`src/rtl/csa_pkg.sv`:
```
// rtl/csa_pkg.sv - shared constants, tag type and segment-count helper for the field multiplier datapath
package csa_pkg;

   // Default operand width and segment width of the BLS12_381 multiplier datapath
   localparam int CSA_BIT_LEN = 96;
   localparam int CSA_SEG_LEN = 24;
   localparam int CSA_TAG_W   = 8;

   // Tag that travels alongside every operand through the multiplier pipeline
   typedef logic [CSA_TAG_W-1:0] csa_tag_t;

   // Number of adder segments, which is also the pipeline depth of the final adder
   function automatic int csa_num_segs(input int bit_len, input int seg_len);
      return bit_len / seg_len;
   endfunction

endpackage

```
`src/rtl/cpa_segment_stage.sv`:
```
// rtl/cpa_segment_stage.sv - one registered segment of the pipelined carry-propagate adder
module cpa_segment_stage
   import csa_pkg::*;
#(
   parameter int SEG_LEN = CSA_SEG_LEN
) (
   input  logic               clk,
   input  logic               rst,
   input  logic               en,
   input  logic [SEG_LEN-1:0] a,
   input  logic [SEG_LEN-1:0] b,
   input  logic               cin,
   output logic [SEG_LEN-1:0] res,
   output logic               cout
);

   // One bit wider than the segment so the top bit is the carry into the next stage
   logic [SEG_LEN:0] sum;

   assign sum = {1'b0, a} + {1'b0, b} + {{SEG_LEN{1'b0}}, cin};

   // Register the segment sum and its carry-out; hold while the pipeline is stalled
   always_ff @(posedge clk or posedge rst) begin
      if (rst) begin
         res  <= '0;
         cout <= 1'b0;
      end else if (en) begin
         res  <= sum[SEG_LEN-1:0];
         cout <= sum[SEG_LEN];
      end
   end

endmodule

```
`src/rtl/csa_tree_final_adder.sv`:
```
// rtl/csa_tree_final_adder.sv - segmented pipelined adder resolving the carry-save tree output
module csa_tree_final_adder
   import csa_pkg::*;
#(
   parameter int BIT_LEN = CSA_BIT_LEN,
   parameter int SEG_LEN = CSA_SEG_LEN,
   parameter int TAG_W   = $bits(csa_tag_t)
) (
   input  logic               clk,
   input  logic               rst,
   input  logic               in_valid,
   output logic               in_ready,
   input  logic [BIT_LEN-1:0] in_carry,
   input  logic [BIT_LEN-1:0] in_sum,
   input  logic [TAG_W-1:0]   in_tag,
   output logic               out_valid,
   input  logic               out_ready,
   output logic [BIT_LEN-1:0] out_result,
   output logic               out_cout,
   output logic [TAG_W-1:0]   out_tag
);

   localparam int NUM_SEGS = csa_num_segs(BIT_LEN, SEG_LEN);

   if (BIT_LEN % SEG_LEN != 0) begin : g_len_check
      $error("csa_tree_final_adder: BIT_LEN must be a multiple of SEG_LEN");
   end

   // Whole pipeline advances together unless a finished result is waiting on the consumer
   logic                en;
   logic [NUM_SEGS-1:0] vld_q;
   logic [TAG_W-1:0]    tag_q [NUM_SEGS];

   assign en        = !(out_valid && !out_ready);
   assign in_ready  = en;
   assign out_valid = vld_q[NUM_SEGS-1];
   assign out_tag   = tag_q[NUM_SEGS-1];

   // Valid bits and tags shift one stage per enabled cycle
   always_ff @(posedge clk or posedge rst) begin
      if (rst) begin
         vld_q <= '0;
         for (int k = 0; k < NUM_SEGS; k++) begin
            tag_q[k] <= '0;
         end
      end else if (en) begin
         vld_q[0] <= in_valid;
         tag_q[0] <= in_tag;
         for (int k = 1; k < NUM_SEGS; k++) begin
            vld_q[k] <= vld_q[k-1];
            tag_q[k] <= tag_q[k-1];
         end
      end
   end

   for (genvar k = 0; k < NUM_SEGS; k++) begin : g_stage
      // LO is the bit position of this stage's segment; SKW the operand bits still unresolved above it
      localparam int LO  = k * SEG_LEN;
      localparam int SKW = BIT_LEN - (k + 1) * SEG_LEN;

      // Operand bits from this stage's segment upward, as seen at the stage input
      logic [BIT_LEN-LO-1:0] src_c;
      logic [BIT_LEN-LO-1:0] src_s;
      logic                  seg_cin;
      logic [SEG_LEN-1:0]    seg_res;
      logic                  seg_cout;

      if (k == 0) begin : g_src
         assign src_c   = in_carry;
         assign src_s   = in_sum;
         assign seg_cin = 1'b0;
      end else begin : g_src
         assign src_c   = g_stage[k-1].g_skew.skc_q;
         assign src_s   = g_stage[k-1].g_skew.sks_q;
         assign seg_cin = g_stage[k-1].seg_cout;
      end

      cpa_segment_stage #(
         .SEG_LEN (SEG_LEN)
      ) u_seg (
         .clk  (clk),
         .rst  (rst),
         .en   (en),
         .a    (src_c[SEG_LEN-1:0]),
         .b    (src_s[SEG_LEN-1:0]),
         .cin  (seg_cin),
         .res  (seg_res),
         .cout (seg_cout)
      );

      if (k < NUM_SEGS - 1) begin : g_skew
         logic [SKW-1:0] skc_q;
         logic [SKW-1:0] sks_q;

         // Delay the not-yet-added operand segments so they meet their carry one stage later
         always_ff @(posedge clk or posedge rst) begin
            if (rst) begin
               skc_q <= '0;
               sks_q <= '0;
            end else if (en) begin
               skc_q <= src_c[BIT_LEN-LO-1:SEG_LEN];
               sks_q <= src_s[BIT_LEN-LO-1:SEG_LEN];
            end
         end
      end

      if (k > 0) begin : g_dsk
         logic [LO-1:0] dsk_d;
         logic [LO-1:0] dsk_q;

         if (k == 1) begin : g_first
            assign dsk_d = g_stage[0].seg_res;
         end else begin : g_rest
            assign dsk_d = {g_stage[k-1].seg_res, g_stage[k-1].g_dsk.dsk_q};
         end

         // Carry the already-resolved low segments forward so all bits emerge together
         always_ff @(posedge clk or posedge rst) begin
            if (rst) begin
               dsk_q <= '0;
            end else if (en) begin
               dsk_q <= dsk_d;
            end
         end
      end
   end

   if (NUM_SEGS == 1) begin : g_out
      assign out_result = g_stage[0].seg_res;
   end else begin : g_out
      assign out_result = {g_stage[NUM_SEGS-1].seg_res, g_stage[NUM_SEGS-1].g_dsk.dsk_q};
   end

   assign out_cout = g_stage[NUM_SEGS-1].seg_cout;

endmodule

```
`config.mk`:
```
export PLATFORM = sky130hd
export DESIGN_NAME = csa_tree_final_adder
export DESIGN_NICKNAME = d
export VERILOG_FILES = /design/src/rtl/csa_pkg.sv /design/src/rtl/cpa_segment_stage.sv /design/src/rtl/csa_tree_final_adder.sv
export SDC_FILE = /design/constraint.sdc
export NUM_CORES = 2
export LEC_CHECK = 0
export CORE_MARGIN = 4
export CORE_UTILIZATION = 37
export CTS_CLUSTER_DIAMETER = 80
export CTS_CLUSTER_SIZE = 40
export DETAILED_ROUTE_END_ITERATION = 7
export DONT_BUFFER_PORTS = 1
export GPL_ROUTABILITY_DRIVEN = 0
export HOLD_SLACK_MARGIN = 0.03
export MAX_ROUTING_LAYER = met4
export PLACE_DENSITY_LB_ADDON = 0.3
export SLEW_MARGIN = 20
export SYNTH_ARGS = -nofsm -noshare
export SYNTH_HDL_FRONTEND = slang
export SYNTH_SLANG_ARGS = --single-unit
```
`constraint.sdc`:
```
create_clock -name clk -period 19.1 [get_ports clk]
set_input_delay 3.82 -clock clk [delete_from_list [all_inputs] [get_ports clk]]
set_output_delay 3.82 -clock clk [all_outputs]
set_load 0.1 [all_outputs]
```
Word level (Yosys, flattened, before mapping). Index checks and enable logic that the tools add are counted.

Reductions and logical operators: 3. $add $sub $neg: 7.

Operators by type and width (count): 24-bit by 24-bit adder with 25-bit output (4); 25-bit by 1-bit adder with 25-bit output (3); 1-bit logical NOT (2); 1-bit logical AND (1).

Word-level logic and storage cells: 32. Output and inout bits: 107. Register bits: 568.

Longest topological paths before layout.
Depth after elaboration: 3. Mapped depth: 10. Mapped depth without buffers: 10.

By module. Synthesis repeated with hierarchy kept, for this count alone.

Cells, all modules: 1996. Area total of the unflattened synthesis: 27450.1 um^2.

Modules (own cells, without submodules): csa_tree_final_adder (area an instance 18162.4 um^2, instances 1, cells an instance 1000); cpa_segment_stage at g_stage[2].u_seg (area an instance 2436.1 um^2, instances 1, cells an instance 255); cpa_segment_stage at g_stage[0].u_seg (area an instance 2351.0 um^2, instances 1, cells an instance 269); cpa_segment_stage at g_stage[1].u_seg (area an instance 2258.4 um^2, instances 1, cells an instance 239); cpa_segment_stage at g_stage[3].u_seg (area an instance 2242.2 um^2, instances 1, cells an instance 233).

Worst setup path after synthesis. No wires, ideal clock.

Path kind: input -> output. From: in out_ready. To: out in_ready. Arrival time: 5603 ps. Path slack: 9677 ps. Cell stages on the path: 6. Path through: nor2b_1 > clkbuf_1 > inv_1 > clkbuf_1 > clkbuf_1 > clkbuf_1.

Longest elaborated chain between the ends: 3.

RTL lines: start: declaration (RTL line csa_tree_final_adder.sv:17) `input logic out_ready,`; 1-bit logical NOT (RTL line csa_tree_final_adder.sv:34) `assign en = !(out_valid && !out_ready);`; 1-bit logical AND (RTL line csa_tree_final_adder.sv:34); 1-bit logical NOT (RTL line csa_tree_final_adder.sv:34); end: declaration (RTL line csa_tree_final_adder.sv:12) `output logic in_ready,`.

Every way passes these cells.

Final worst setup path. Same ends and word-level chain as after synthesis.

==> results.toml <==
[outcome]
status = "finished clean"

[clocking]
cts-root-buf = "clkbuf_16"
h-tree-depth = 1
cts-buffers-inserted = 31
tritoncts = "done"
postCtsHoldBufs = 0
cts_resized = 0
cts_setup_buffers = 0
clk_latency_ns = 0.64
cts_sinks = 568
cts_buffer_depth = 3
clk_pin_slew_worst_paths_ns = 0.12

[yosys]
async_reset_ff_share_pct = 100
yosys-top-cells-area = "dfrtp_1 (55%), nand2_1 (22%), ha_1 (4.5%)"
synth_top_flop_cell = "dfrtp_1"
synth-seq-area-share_pct = 55.3
yosysUniqueCellTypes = 67
synth.cell_area_sq_mm = 0.0257
synth_edf_count = 0
synth.top_cell.area_share_pct = 55.3
synth_top_area_cell = "dfrtp_1"
yosysWarnings = 0
ys_ff_latch = 568
syn_inst = 2961
avgSynthCellArea_sq_um = 8.68
synth_nets = 3265

[worst_setup_path]
slowest_delay_ns = 0.24
path_buf_inv = 1
crit_fanout = 59
end_kind = "primary output"
worst_path_max_delay_cell = "nor2b_4"
r2r-end = "g_stage[2].u_seg.res[23]"
r2r_start = "vld_q[3]"
worstPathArrival_ns = 4.33
rr_worst_depth = 7
rrSetupSlack_ns = 14.62
critPathKind = "in2out"
crit_chain = "nor2b_4 > inv_8"
critPathLaunchType = "primary input"
required_ns = 15.28
path_delay_family = "simple AND/OR/NAND/NOR gates"

[global_routing]
grt_pass1_vias = 17700
antenna_found_initial = 6
grt_first_pass_wirelength_um = 94300
groute.usage.overall_pct = 15.7
grt_max_degree = 171
overflow = 0

[worst_hold_path]
worstHoldEndpoint = "g_stage[1].g_skew.skc_q[7]"
worstHoldStart = "g_stage[0].g_skew.skc_q[31]"
whs_path_depth = 2
hold_path.class = "reg2reg"

[placement]
port_buffers = 0
dp_hpwl_um = 39600
place_inst = 3766

[floorplan]
core-area_sq_mm = 0.0687
io-pin-count = 311
dieArea_sq_mm = 0.0738
initial_utilization_pct = 37.4
num_rows = 96
die_w_um = 272
chipHeight_um = 272

[detailed_routing]
drc = 0
routed_wl_um = 57100
drt_pass1_iterations = 5
vias_per_cell = 4.74
wire_per_inst_um = 14.9
drtAntennaViolNets = 0
drtIter0Drc = 1319
dr_total_vias = 18200

[finish]
drive_above_1_share_pct = 3.60
final_nets = 3173
fillerInstances = 7049
final_cells = 3829
syn2layout_area_growth_pct = 7.93
multi_input_area_sq_mm = 0.0108
seq_area_sq_mm = 0.0142

[power_and_ir_drop]
ir_worst_vdd_mv = 0.113
p_leak_nw = 14.2
powerDensity_mw_per_mm2 = 197

[timing]
slew_headroom_pct = 28.3
final_hold_viol_count = 0
fin_tns_setup_ns = 0
worst_pin_slew_ns = 1.08
fmax_ghz = 0.123
finalCritPeriodShare_pct = 42.7
min_period_ns = 8.15
final_max_slew_viol_count = 0
rsz0062_at_grt = "false"
finalSetupViolations = 0
clock_skew_ns = 0.0403

[run]
cap_violations = 0
-- where the power goes --
group | switching [mW] | internal, mW | leakage (nW)
registers | 1.16 | 1.70 | 6.85
clock network | 0.477 | 0.348 | 0.574
logic | 1.08 | 0.695 | 6.83
-- state kept, by name, indices dropped and copies added (netlist names) --
signal                cells
g_stage.g_dsk.dsk_q     144
g_stage.g_skew.skc_q    144
g_stage.g_skew.sks_q    144
g_stage.u_seg.cout        4
g_stage.u_seg.res        96
out_tag                   8
tag_q                    24
vld_q                     4
-- cells by family (layout without fill, tap and decap cells) --
kind of cell               Yosys count  in the layout  share of synthesized area (%)
xor gates and xnor gates            77             77                           2.62
other                                0              6                              0
DFF                                568            568                           55.3
and+or+nand+nor                   1706           1706                           25.9
adders and majority gates          100            100                           5.07
buffers and inverters              168             99                           2.60
muxes                                3              3                          0.122
AOI/OAI and AO/OA                  339            339                           8.40
-- worst max-delay path by stage --
stage,start,to,slack (ns),depth (start not counted)
6_report,out_ready,in_ready,10.95,2
3_5_place_dp,out_ready,in_ready,10.94,2
4_1_cts,out_ready,in_ready,10.94,2
2_1_floorplan,rst,g_stage[0].g_skew.skc_q[0],7.54,1
5_1_grt,out_ready,in_ready,10.89,2
3_3_place_gp,out_ready,in_ready,10.95,2
-- stage by stage --
stage | instance area, sq um | setup slack (ns) | total power, mW | utilization (%) | hold WS [ns]
5_1_grt | 27700 | 10.89 | 5.91 | 40.4 | 0.460
4_1_cts | 27700 | 10.94 | 5.53 | 40.3 | 0.439
3_5_place_dp | 26500 | 10.94 | 4.69 | 38.5 | 0.455
3_3_place_gp | 26500 | 10.95 | 4.65 | 38.5 | 0.448
2_1_floorplan | 25700 | 7.54 | 4.23 | - | 0.430
6_report | 27700 | 10.95 | 5.46 | 40.4 | 0.438
-- placed cells by master, fill, tap and decap left out, drive strengths merged, types with 8 or more instances in the layout --
cell type | netlist | layout
a31oi | 11 | 11
nor2 | 92 | 92
buf | 15 | 21
and3 | 18 | 18
a211oi | 9 | 9
ha | 93 | 93
a21o | 52 | 52
xnor2 | 38 | 38
inv | 22 | 27
clkinv | 0 | 15
nor2b | 10 | 10
a21oi | 125 | 125
xor2 | 39 | 39
o211ai | 9 | 9
nand4 | 8 | 8
dfrtp | 568 | 568
nor3 | 20 | 20
o21a | 15 | 15
o21ai | 70 | 70
nand2 | 1509 | 1509
nand3 | 19 | 19
clkbuf | 131 | 34
o21bai | 11 | 11
-- cells in the mapped netlist, types with 3 or more instances --
| master | count |
|---|---|
| a2111oi_2 | 3 |
| a211oi_1 | 9 |
| a21o_1 | 49 |
| a21o_2 | 3 |
| a21oi_1 | 125 |
| a221o_1 | 3 |
| a31o_2 | 3 |
| a31oi_1 | 11 |
| and3_1 | 15 |
| and4_1 | 3 |
| buf_1 | 3 |
| buf_2 | 3 |
| buf_4 | 9 |
| clkbuf_1 | 131 |
| dfrtp_1 | 568 |
| fa_1 | 7 |
| ha_1 | 93 |
| inv_1 | 22 |
| nand2_1 | 1509 |
| nand2b_1 | 7 |
| nand3_1 | 19 |
| nand4_1 | 8 |
| nor2_1 | 92 |
| nor2b_1 | 10 |
| nor3_1 | 20 |
| nor3b_1 | 4 |
| o211ai_1 | 8 |
| o21a_1 | 14 |
| o21ai_0 | 66 |
| o21ai_1 | 4 |
| o21bai_1 | 10 |
| o22ai_1 | 3 |
| o31ai_1 | 5 |
| or3_1 | 5 |
| xnor2_1 | 38 |
| xor2_1 | 39 |
-- area by class of cell --
cell class / count / area share (%)
flip-flops and latches: 568 / 51.2
multi-input cells: 2225 / 39.0
well taps: 931 / 4.20
clock buffers: 34 / 2.91
clock inverters: 22 / 1.53
repair buffers: 21 / 0.699
inverters: 22 / 0.338
diodes: 6 / 0.0541
-- metal layers --
metal	routed length [um]	GRT usage (%)	part of all wire (%)	vias to the layer above
met2	25900	24.5	45	264
met3	2940	2.95	5.1	54
li1	-	-	-	9298
met4	906	2.90	1.6	0
met1	27300	21.7	48	8548
met5	0	-	0	-
Note: power is estimated with default switching activity, not from simulation.
